### src/rtl/spi_rb_bridge.sv
// rtl/spi_rb_bridge.sv - SPI mode-0 target acting as register-bank initiator
//
// Deserialises command/address/data bytes from an SPI host (MSB first) and
// drives the register bank; bank read data is serialised back on spi_miso.
// All pins are oversampled on clk (f_clk >= 8 x f_sclk).
//
// Frame: byte0 = command (0x80 write, 0x00 read), byte1 = address,
// byte2.. = data. Any other command sets the sticky frame_err.
//
// Build option: define SPI_RB_AUTOINC_EN for burst address auto-increment.
// Without it the address is fixed and bytes after the first data byte are
// ignored (no write strobe, MISO drives 0).
//
// Ports:
//   clk, resetb       system clock, synchronous active-low reset
//   spi_csn/sclk/mosi SPI inputs (asynchronous to clk)
//   spi_miso          target-to-host data (out register bit 7)
//   spi_miso_oe       pad enable, high only in DATA of a read frame
//   rb_address        register-bank address (ADR_BITS)
//   rb_data_write     write data
//   rb_data_read      registered bank read data (valid 1 clk after address)
//   rb_reg_en         access active
//   rb_write_en       single-clk write strobe
//   frame_err         sticky illegal-command flag, cleared only by reset

module spi_rb_bridge #(
  parameter int ADR_BITS    = 8,
  parameter int SYNC_STAGES = 2
) (
  input  logic                clk,
  input  logic                resetb,
  input  logic                spi_csn,
  input  logic                spi_sclk,
  input  logic                spi_mosi,
  output logic                spi_miso,
  output logic                spi_miso_oe,
  output logic [ADR_BITS-1:0] rb_address,
  output logic [7:0]          rb_data_write,
  input  logic [7:0]          rb_data_read,
  output logic                rb_reg_en,
  output logic                rb_write_en,
  output logic                frame_err
);

`ifdef SPI_RB_AUTOINC_EN
  localparam bit AUTOINC = 1'b1;
`else
  localparam bit AUTOINC = 1'b0;
`endif

  typedef enum logic [2:0] {IDLE, CMD, ADDR, DATA, IGNORE} state_t;

  state_t                 state;
  logic [SYNC_STAGES-1:0] csn_sync;
  logic [SYNC_STAGES-1:0] sclk_sync;
  logic [SYNC_STAGES-1:0] mosi_sync;
  logic                   sclk_d;
  logic [2:0]             bit_cnt;
  logic [7:0]             sr_in;
  logic [7:0]             out_reg;
  logic [1:0]             cap_cnt;    // clocks until rb_data_read is captured
  logic                   inc_pend;   // address bump one clk after a data byte
  logic                   is_write;
  logic                   first_done; // first data byte of the frame completed

  logic       csn_s, sclk_s, mosi_s;
  logic       sclk_rise, sclk_fall, last_bit, data_ok;
  logic [7:0] rx_byte;

  assign csn_s     = csn_sync[SYNC_STAGES-1];
  assign sclk_s    = sclk_sync[SYNC_STAGES-1];
  assign mosi_s    = mosi_sync[SYNC_STAGES-1];
  assign sclk_rise = sclk_s & ~sclk_d;
  assign sclk_fall = ~sclk_s & sclk_d;
  assign rx_byte   = {sr_in[6:0], mosi_s};
  assign last_bit  = sclk_rise && (bit_cnt == 3'd7);
  // Without auto-increment only the first data byte of a frame is serviced.
  assign data_ok   = AUTOINC || !first_done;
  assign spi_miso  = out_reg[7];

  always_ff @(posedge clk) begin
    if (!resetb) begin
      csn_sync  <= '1;
      sclk_sync <= '0;
      mosi_sync <= '0;
    end else begin
      csn_sync  <= {csn_sync[SYNC_STAGES-2:0], spi_csn};
      sclk_sync <= {sclk_sync[SYNC_STAGES-2:0], spi_sclk};
      mosi_sync <= {mosi_sync[SYNC_STAGES-2:0], spi_mosi};
    end
  end

  always_ff @(posedge clk) begin
    if (!resetb) begin
      state         <= IDLE;
      sclk_d        <= 1'b0;
      bit_cnt       <= 3'd0;
      sr_in         <= 8'h00;
      out_reg       <= 8'h00;
      cap_cnt       <= 2'd0;
      inc_pend      <= 1'b0;
      is_write      <= 1'b0;
      first_done    <= 1'b0;
      rb_address    <= '0;
      rb_data_write <= 8'h00;
      rb_reg_en     <= 1'b0;
      rb_write_en   <= 1'b0;
      spi_miso_oe   <= 1'b0;
      frame_err     <= 1'b0;
    end else begin
      sclk_d      <= sclk_s;
      rb_write_en <= 1'b0;

      // The address moves one clk after the byte so it stays put during the
      // write strobe; the read capture then follows 2 clk after the move.
      if (inc_pend) begin
        inc_pend   <= 1'b0;
        rb_address <= rb_address + {{(ADR_BITS-1){1'b0}}, 1'b1};
        cap_cnt    <= 2'd2;
      end else if (cap_cnt != 2'd0) begin
        cap_cnt <= cap_cnt - 2'd1;
        if (cap_cnt == 2'd1) out_reg <= rb_data_read;
      end

      if (csn_s) begin
        state       <= IDLE;
        bit_cnt     <= 3'd0;
        rb_reg_en   <= 1'b0;
        spi_miso_oe <= 1'b0;
        out_reg     <= 8'h00;
        cap_cnt     <= 2'd0;
        inc_pend    <= 1'b0;
        // A write whose 8th bit lands together with csn rising still completes.
        if (state == DATA && is_write && last_bit && data_ok) begin
          rb_data_write <= rx_byte;
          rb_write_en   <= 1'b1;
        end
      end else begin
        if (sclk_rise) begin
          sr_in   <= rx_byte;
          bit_cnt <= bit_cnt + 3'd1;
        end
        // bit_cnt == 0 marks the first fall of a byte, which must not shift.
        if (sclk_fall && state == DATA && bit_cnt != 3'd0)
          out_reg <= {out_reg[6:0], 1'b0};

        case (state)
          IDLE: state <= CMD;
          CMD: begin
            if (last_bit) begin
              if (rx_byte == 8'h80) begin
                is_write <= 1'b1;
                state    <= ADDR;
              end else if (rx_byte == 8'h00) begin
                is_write <= 1'b0;
                state    <= ADDR;
              end else begin
                frame_err <= 1'b1;
                state     <= IGNORE;
              end
            end
          end
          ADDR: begin
            if (last_bit) begin
              rb_address  <= rx_byte[ADR_BITS-1:0];
              rb_reg_en   <= 1'b1;
              cap_cnt     <= 2'd2;
              first_done  <= 1'b0;
              spi_miso_oe <= ~is_write;
              state       <= DATA;
            end
          end
          DATA: begin
            if (last_bit) begin
              first_done <= 1'b1;
              if (data_ok) begin
                inc_pend <= AUTOINC;
                if (is_write) begin
                  rb_data_write <= rx_byte;
                  rb_write_en   <= 1'b1;
                end
              end
              if (!AUTOINC) out_reg <= 8'h00;
            end
          end
          IGNORE: state <= IGNORE;
          default: state <= IDLE;
        endcase
      end
    end
  end

endmodule

### config.mk
export PLATFORM = sky130hd
export DESIGN_NAME = spi_rb_bridge
export DESIGN_NICKNAME = d
export VERILOG_FILES = /design/src/rtl/spi_rb_bridge.sv
export SDC_FILE = /design/constraint.sdc
export NUM_CORES = 1
export LEC_CHECK = 0
export ABC_CLOCK_PERIOD_IN_PS = 1450
export CAP_MARGIN = 20
export CORE_UTILIZATION = 47
export DETAILED_ROUTE_END_ITERATION = 10
export GPL_ROUTABILITY_DRIVEN = 0
export GPL_TIMING_DRIVEN = 0
export PLACE_DENSITY = 0.7
export RECOVER_POWER = 100
export SYNTH_ARGS = -nofsm -noshare
export SYNTH_HDL_FRONTEND = slang
export SYNTH_SLANG_ARGS = --single-unit
### constraint.sdc
create_clock -name clk -period 1.45 [get_ports clk]
set_clock_uncertainty 0.05 [all_clocks]
set_input_delay 0.29 -clock clk [delete_from_list [all_inputs] [get_ports clk]]
set_output_delay 0.29 -clock clk [all_outputs]
set_load 0.02 [all_outputs]
# Word level (Yosys, flattened, before mapping)

Cells that the tools add are included.

Register bits: 52
Latch bits: 0
Memory bits (writable): 0
ROM bits: 0
Input bits: 13
Output and inout bits: 21
Logic and storage cells: 99
Memories: 0

Add/subtract/negate cells: 2
Multiply operators: 0
Divide/modulo/power cells: 0
Order comparisons: 0
Equality and inequality tests: 12
Shifts and indexed selects: 0
Muxes and demuxes: 33
Bitwise operators: 10
Reductions and logical operators: 25

Operators with widths:

| cell                  | count |
|---|---|
| $mux W8               | 14 |
| $pmux W3 S5           | 1 |
| $mux W3               | 4 |
| $reduce_bool A2 Y1    | 6 |
| $mux W1               | 10 |
| $reduce_and A5 Y1     | 2 |
| $eq A8 B8 Y1 const B  | 1 |
| $logic_not A8 Y1      | 1 |
| $ne A2 B2 Y1 const B  | 4 |
| $not A1 Y1            | 8 |
| $reduce_and A4 Y1     | 2 |
| $eq A3 B2 Y1 const B  | 2 |
| $eq A3 B3 Y1 const B  | 2 |
| $logic_and A1 B1 Y1   | 6 |
| $mux W2               | 3 |
| $reduce_and A3 Y1     | 2 |
| $reduce_and A2 Y1     | 2 |
| $add A3 B1 Y3 const B | 1 |
| $eq A3 B1 Y1 const B  | 1 |
| $logic_not A3 Y1      | 1 |
| $reduce_bool A3 Y1    | 1 |
| $and A1 B1 Y1         | 2 |
| $eq A2 B1 Y1 const B  | 1 |
| $ne A2 B1 Y1 const B  | 1 |
| other kinds (4)       | 4 |

# Depth between registers and ports, before layout

Gate-level depths: netlist of run 1.

Depth after elaboration: 7
Mapped depth: 8
Gate-level depth less buffers: 6

# Worst setup path before layout of run 1

Ideal clock, no wire load.

Kind: reg-to-reg
From: register bit_cnt[1]
To: register rb_data_write[0]
Setup time: 0.117 ns
Arrival: 1.444 ns
Data required time: 1.283 ns
Path slack: -0.161 ns
Stages on the path, launching flop included: 8
Path buffers: 1
Clock period less this slack: 1.611 ns
Cell sequence: dfxtp_1 > ha_1 > ha_1 > and3b_1 > buf_2 > nand4_2 > mux2i_1 > nor2b_1

Word-level cells in the longest chain between the ends: 6
Elaborated cells between the ends (all ways): 7
Those cells by class: 2 x eq/ne; 5 x reduce/logical

Ends and longest elaborated chain:

| what                              | line | RTL |
|---|---|---|
| start, declared                   | 58   | `logic [2:0] bit_cnt;` |
| start signal, assigned            | 141  | `bit_cnt <= bit_cnt + 3'd1;` |
| $eq A3 B3 Y1 (*)                  | 76   | `assign last_bit = sclk_rise && (bit_cnt == 3'd7);` |
| $logic_and A1 B1 Y1 (*)           | 76   |  |
| $logic_and A1 B1 Y1 (2 in series) | 134  | `if (state == DATA && is_write && last_bit && data_ok) begin` |
| $ne A2 B1 Y1 (no line)            | -    |  |
| $reduce_and A5 Y1 (no line) (*)   | -    |  |
| end signal, assigned              | 135  | `rb_data_write <= rx_byte;` |
| end signal, assigned              | 179  | `rb_data_write <= rx_byte;` |
| end, declared                     | 38   | `output logic [7:0] rb_data_write,` |

Mark *: on every way between the ends. The rest lies on a longest branch, timed or not.
A chain may end at the register's enable or synchronous reset.

# Worst setup path in the final report of run 1

From: register bit_cnt[2]
To: register rb_address[0]

Word-level cells in the longest chain between the ends: 3

Ends and longest elaborated chain:

| what                        | line | RTL |
|---|---|---|
| $eq A3 B3 Y1                | 76   |  |
| $logic_and A1 B1 Y1         | 76   |  |
| $reduce_and A3 Y1 (no line) | -    |  |
| end signal, assigned        | 118  | `rb_address <= rb_address + {{(ADR_BITS-1){1'b0}}, 1'b1};` |
| end signal, assigned        | 165  | `rb_address <= rx_byte[ADR_BITS-1:0];` |
| end, declared               | 37   | `output logic [ADR_BITS-1:0] rb_address,` |

No other way between the ends.

==> results of run 1 <==
[layout make-up]
cell class                 count  share of cell area
multi-input combinational    142               0.407
sequential                    52               0.375
timing repair buffer          39               0.127
buffer                        14              0.0326
clock buffer                   6              0.0259
tap                           50              0.0223
clock inverter                 2             0.00580
inverter                       4             0.00535
[power by group]
group | internal [W] | switching, W | total (W) | leakage, nW
combinational | 0.0000499 | 0.0000449 | 0.0000947 | 0.703
clock | 0.000344 | 0.000495 | 0.000839 | 0.0414
sequential | 0.00143 | 0.00000810 | 0.00144 | 0.423
[logic make-up after synthesis]
family / synth area share
simple gates: 0.235
flops: 0.501
fa+ha+maj: 0.0181
buf+inv: 0.0361
xor+xnor: 0.00422
mux: 0.0915
compound gates: 0.114
[cell usage in the layout, fill, tap and decap left out, types with 2 or more instances in the layout]
cell and n:
a211oi_2 7, o21ai_1 8, nor2b_1 11, buf_4 4, and3b_1 2, nor3b_2 2
a21boi_0 7, nor2_1 12, and2_1 4, nand3_1 3, inv_1 4, clkbuf_1 9
dlygate4sd2_1 21, ha_4 2, nand3_2 6, clkbuf_8 5, o21ai_0 7, o21a_1 2
nor3_1 2, mux2i_1 19, buf_6 6, dfxtp_1 46, dfxtp_2 5, a21oi_2 3
nand2_1 20, nand2b_1 4, nor4_4 2, clkdlybuf4s50_1 10
[timing repair]
action	in CTS	in global routing
hold endpoints to repair	0	0
buffers inserted	6	0
cloned	0	1
hold buffers	0	0
pin swaps	6	5
endpoints found under the setup margin	54	42
resized for setup	32	18
[stage by stage]
stage               TNS (ps)  power (W)
floorplan               -740    0.00152
global placement       -4660    0.00157
detailed placement     -4810    0.00157
CTS                    -2480    0.00239
global route           -5680    0.00246
finish                 -3120    0.00238
[worst max-delay path by stage]
stage	start	end	slack [ps]	cells past startpoint
3_3_place_gp	bit_cnt[1]	rb_address[6]	-290	7
2_1_floorplan	bit_cnt[1]	spi_miso_oe	-120	6
6_report	bit_cnt[2]	rb_address[0]	-150	7
5_1_grt	bit_cnt[2]	rb_address[0]	-230	7
4_1_cts	bit_cnt[0]	rb_data_write[5]	-130	7
3_5_place_dp	bit_cnt[1]	rb_address[6]	-310	7
[layer usage]
layer,global-route usage,vias up,part of all wire
li1,-,821,-
met1,0.253,760,0.49
met2,0.288,38,0.44
met3,0.0395,9,0.050
met4,0.117,0,0.022
met5,0,-,0
[cells in the mapped netlist, types with 2 or more instances]
| cell type | instances |
|---|---|
| dfxtp_1 | 52 |
| nand2_1 | 20 |
| mux2i_1 | 19 |
| o21ai_0 | 15 |
| nor2_1 | 13 |
| nor2b_1 | 11 |
| clkbuf_1 | 10 |
| nand3_1 | 10 |
| a211oi_1 | 7 |
| a21boi_0 | 7 |
| and2_1 | 5 |
| nand2b_1 | 5 |
| inv_1 | 4 |
| a21oi_1 | 3 |
| buf_2 | 3 |
| ha_1 | 3 |
| and3b_1 | 2 |
| nor3_1 | 2 |
| nor3b_1 | 2 |
| nor4_4 | 2 |
| o21a_1 | 2 |
==> flow_summary.toml, run 1 <==
[floorplanning]
core_area_um2 = 4120
io-pin-count = 34
die-width_um = 68.5
rows = 23
dieArea_um2 = 4690
initial_core_util = 0.505
die_y_um = 68.5

[global_routing]
grt_pass1_wl_um = 6390
overflow = 0
track_usage = 0.193
antenna_found_initial = 0
grt_max_degree = 17
grt_pass1_vias = 1376

[logic_synthesis]
ys_seq_area_frac = 0.501
synth_top_cells_by_area = "dfxtp_1 50%, mux2i_1 9.2%, nand2_1 3.6%"
synthDominantCellAreaShare = 0.501
synth.distinct_cells = 36
synthesis.area_um2 = 2080
synth-main-ff-cell = "dfxtp_1"
avgSynthCellArea_um2 = 9.80
synth_seq_cells = 52
syn_nets = 228
syn-instance-count = 212
synth_top_area_cell = "dfxtp_1"
synthArstFlopShare = 0
synth_edf_count = 0
ys_warn_count = 0

[clock_network]
cts_tree = "built"
clock_latency_ps = 320
clock_tree.root_cell = "clkbuf_8"
cts.clk_slew.worst_paths_ps = 90
cts_sinks = 52
clock_path_buffers = 2
htreeDepth = 2
numCtsBuffers = 5

[worst_hold_path]
min_from = "resetb"
hold_depth = 2
whs_endpoint = "csn_sync[0]"
hold_class = "input pin to register"

[sta]
rsz0062_at_grt = "yes"
tightest_slew_ps = 580
fin_ws_ps = -152
finalSetupViolCount = 30
fin_hold_ws_ps = 204
fmax_ghz = 0.624
hold_violations = 0
slew_viol_final = 0
slew_headroom = 0.613
fin_crit_sh = 1.11
min_period_ps = 1600

[worst_setup_path]
slowest_stage = "dfxtp_1"
r2r_start = "bit_cnt[2]"
cp_max_fo = 7
setup.worst_path.end_class = "register"
r2r-end = "rb_address[0]"
critical-path-top-delay-family = "flip-flops"
crit_top_cell = "buf_6"
r2r_cells = 7
crit_buf_inv = 2
ff2ff_setup_slack_ps = -150
critPathKind = "register to register"
worstPathRequired_ps = 1650
arrival_ps = 1800
path_cells = "ha_4 -> nand4b_4 -> buf_6 -> nor4_4 -> buf_6 -> nand3_1 -> o21ai_1"
crit_path_start_kind = "register"
critPathMaxStageDelay_ps = 460

[placement]
place_hpwl_um = 2760
dp.cells = 294
dp_slack_ps = -311
io_buffers = 32
placedInstanceArea_um2 = 2580

[drt]
firstDrtPassIters = 4
ant_nets = 0
wl_um = 4280
remaining_drc_errors = 0
wl_per_cell_um = 13.9
vias_per_cell = 5.27
dr_total_vias = 1628
drt-initial-drc-count = 89

[run]
maxCapViolCount = 0

[final_layout]
multi_input_area_um2 = 1140
drive_gt1_frac = 0.232
final_util = 0.681
antenna_cells = 0
syn2layout_area_growth_pct = 34.9
fin_nets = 274
final_cells = 309
fillCellCount = 343
ff_latch_area_um2 = 1050
design_area_um2 = 2800

[pwr]
peakVddDrop_mv = 0.666
cellPowerDensity_nw_per_um2 = 848
leakage_nw = 1.17

[status]
status = "complete, but fails checks"
violations = "setup timing"
Note: power is estimated with default switching activity, not from simulation.
==> run 2: changes to the inputs <==
Settings changed: HOLD_SLACK_MARGIN set to 0.06.
==> results of run 2 <==
No change in the layout: final DEF, timing and power equal those of run 1.
==> run 3: changes to the inputs <==
Settings changed: CORE_ASPECT_RATIO set to 0.75.
==> flow_summary.toml, run 3 (synthesis gave the netlist of run 1 again) <==
[status]
status = "complete, but fails checks"
violations = "setup timing"

[worst_setup_path]
setup.worst_path.end_class = "register"
cp_max_fo = 3
crit_path_start_kind = "register"
worstPathRequired_ps = 1580
ff2ff_setup_slack_ps = -150
crit_buf_inv = 0
critPathKind = "register to register"
path_cells = "or4_4 -> nor4_4 -> nand4_1 -> mux2i_1"
r2r_cells = 4
slowest_stage = "or4_4"
r2r_start = "sr_in[2]"
arrival_ps = 1730
r2r-end = "is_write"
critPathMaxStageDelay_ps = 540
critical-path-top-delay-family = "simple AND/OR/NAND/NOR gates"

[pwr]
peakVddDrop_mv = 0.607
power.switching_w = 0.000492
power.share.switching = 0.208
cellPowerDensity_nw_per_um2 = 836
p_clk_frac = 0.350
combPwrFrac = 0.039
power.total_w = 0.00236
leakage_nw = 1.17
seqPwrFrac = 0.610
p_int_w = 0.00187

[final_layout]
fin_nets = 273
drive_gt1_frac = 0.264
syn2layout_area_growth_pct = 36.1
antenna_cells = 0
fillCellCount = 352
design_area_um2 = 2830
final_common_cell = "dfxtp_1"
mostFrequentLayoutCells = "45 x dfxtp_1, 21 x dlygate4sd2_1, 20 x nand2_1"

[worst_hold_path]
min_from = "resetb"
hold_depth = 2
hold_class = "input pin to register"
whs_endpoint = "csn_sync[0]"

[clock_network]
clock_tree.root_cell = "clkbuf_8"
clock_latency_ps = 290
htreeDepth = 2
cts.clk_slew.worst_paths_ps = 90
cts_sinks = 52
numCtsBuffers = 5
cts_tree = "built"
clock_path_buffers = 2

[sta]
fin_crit_sh = 1.10
slew_viol_final = 0
slew_headroom = 0.600
rsz0062_at_grt = "yes"
finalSetupViolCount = 30
hold_violations = 0
tightest_slew_ps = 600
min_period_ps = 1600
fin_ws_ps = -152
fmax_ghz = 0.624

[floorplanning]
initial_core_util = 0.500
dieArea_um2 = 4690
core_area_um2 = 4150
die-width_um = 78.8
die_y_um = 59.6
io-pin-count = 34
rows = 20

[placement]
place_hpwl_um = 2890
placedInstanceArea_um2 = 2580
io_buffers = 32

[global_routing]
overflow = 0
grt_max_degree = 15
grt_pass1_vias = 1482
antenna_found_initial = 0
track_usage = 0.202
grt_pass1_wl_um = 7130

[drt]
drt-initial-drc-count = 69
vias_per_cell = 5.20
wl_per_cell_um = 13.9
firstDrtPassIters = 4
ant_nets = 0
wl_um = 4350
dr_total_vias = 1629
remaining_drc_errors = 0

[run]
maxCapViolCount = 0
==> run 3: area by class of cell <==
| type | count | area, µm² | area share |
|---|---|---|---|
| plain buffers | 13 | 77.6 | 0.0274 |
| clock buffers | 8 | 90.1 | 0.0318 |
| well taps | 55 | 68.8 | 0.0243 |
| multi-input cells | 142 | 1170 | 0.414 |
| repair buffers | 39 | 355 | 0.126 |
| inverters | 4 | 15.0 | 0.00531 |
| flip-flops and latches | 52 | 1050 | 0.372 |
==> run 3: timing repair <==
item / in CTS / in global routing
pin swaps: 7 / 7
hold buffers: 0 / 0
setup buffers: 5 / 0
endpoints found under the setup margin: 54 / 44
gates cloned: 1 / 1
gates resized for setup: 43 / 18
==> run 3: power by group through the flow <==
stage	logic [W]	registers, W	clock network [W]
after global routing	0.000101	0.00144	0.000924
after CTS	0.0000917	0.00144	0.000853
after detailed placement	0.0000900	0.00148	0
final	0.0000933	0.00144	0.000828
after global placement	0.0000895	0.00148	0
after floorplan	0.0000473	0.00148	0
==> run 3: worst max path at each step <==
stage	startpoint	endpoint	slack [ps]	cells after the start
2_1_floorplan	bit_cnt[1]	spi_miso_oe	-120	6
3_3_place_gp	bit_cnt[1]	rb_address[6]	-260	7
3_5_place_dp	bit_cnt[1]	rb_address[6]	-250	7
4_1_cts	sr_in[2]	is_write	-140	4
5_1_grt	bit_cnt[1]	rb_data_write[0]	-220	7
6_report	sr_in[2]	is_write	-150	4
==> run 3: routing by layer <==
layer  part of all wire  GRT usage
met4              0.011     0.0608
met3              0.049     0.0492
met5                  0          0
met2               0.42      0.289
met1               0.52      0.298
==> run 3: through the flow <==
step | setup TNS, ps | util | cells | setup slack (ps) | hold WS [ps]
floorplan | -740 | - | 212 | -123 | 336
CTS | -1590 | 0.664 | 312 | -140 | 236
global route | -4270 | 0.681 | 313 | -223 | 267
finish | -1870 | 0.681 | 313 | -152 | 245
detailed placement | -4350 | 0.622 | 299 | -253 | 352
global placement | -4120 | 0.622 | 299 | -256 | 341
==> run 3: worst register-to-register path, stage by stage, from the launching register on <==
cell and delay, ps:
dfxtp_4 360, or4_4 540, nor4_4 220, nand4_1 170, mux2i_1 150
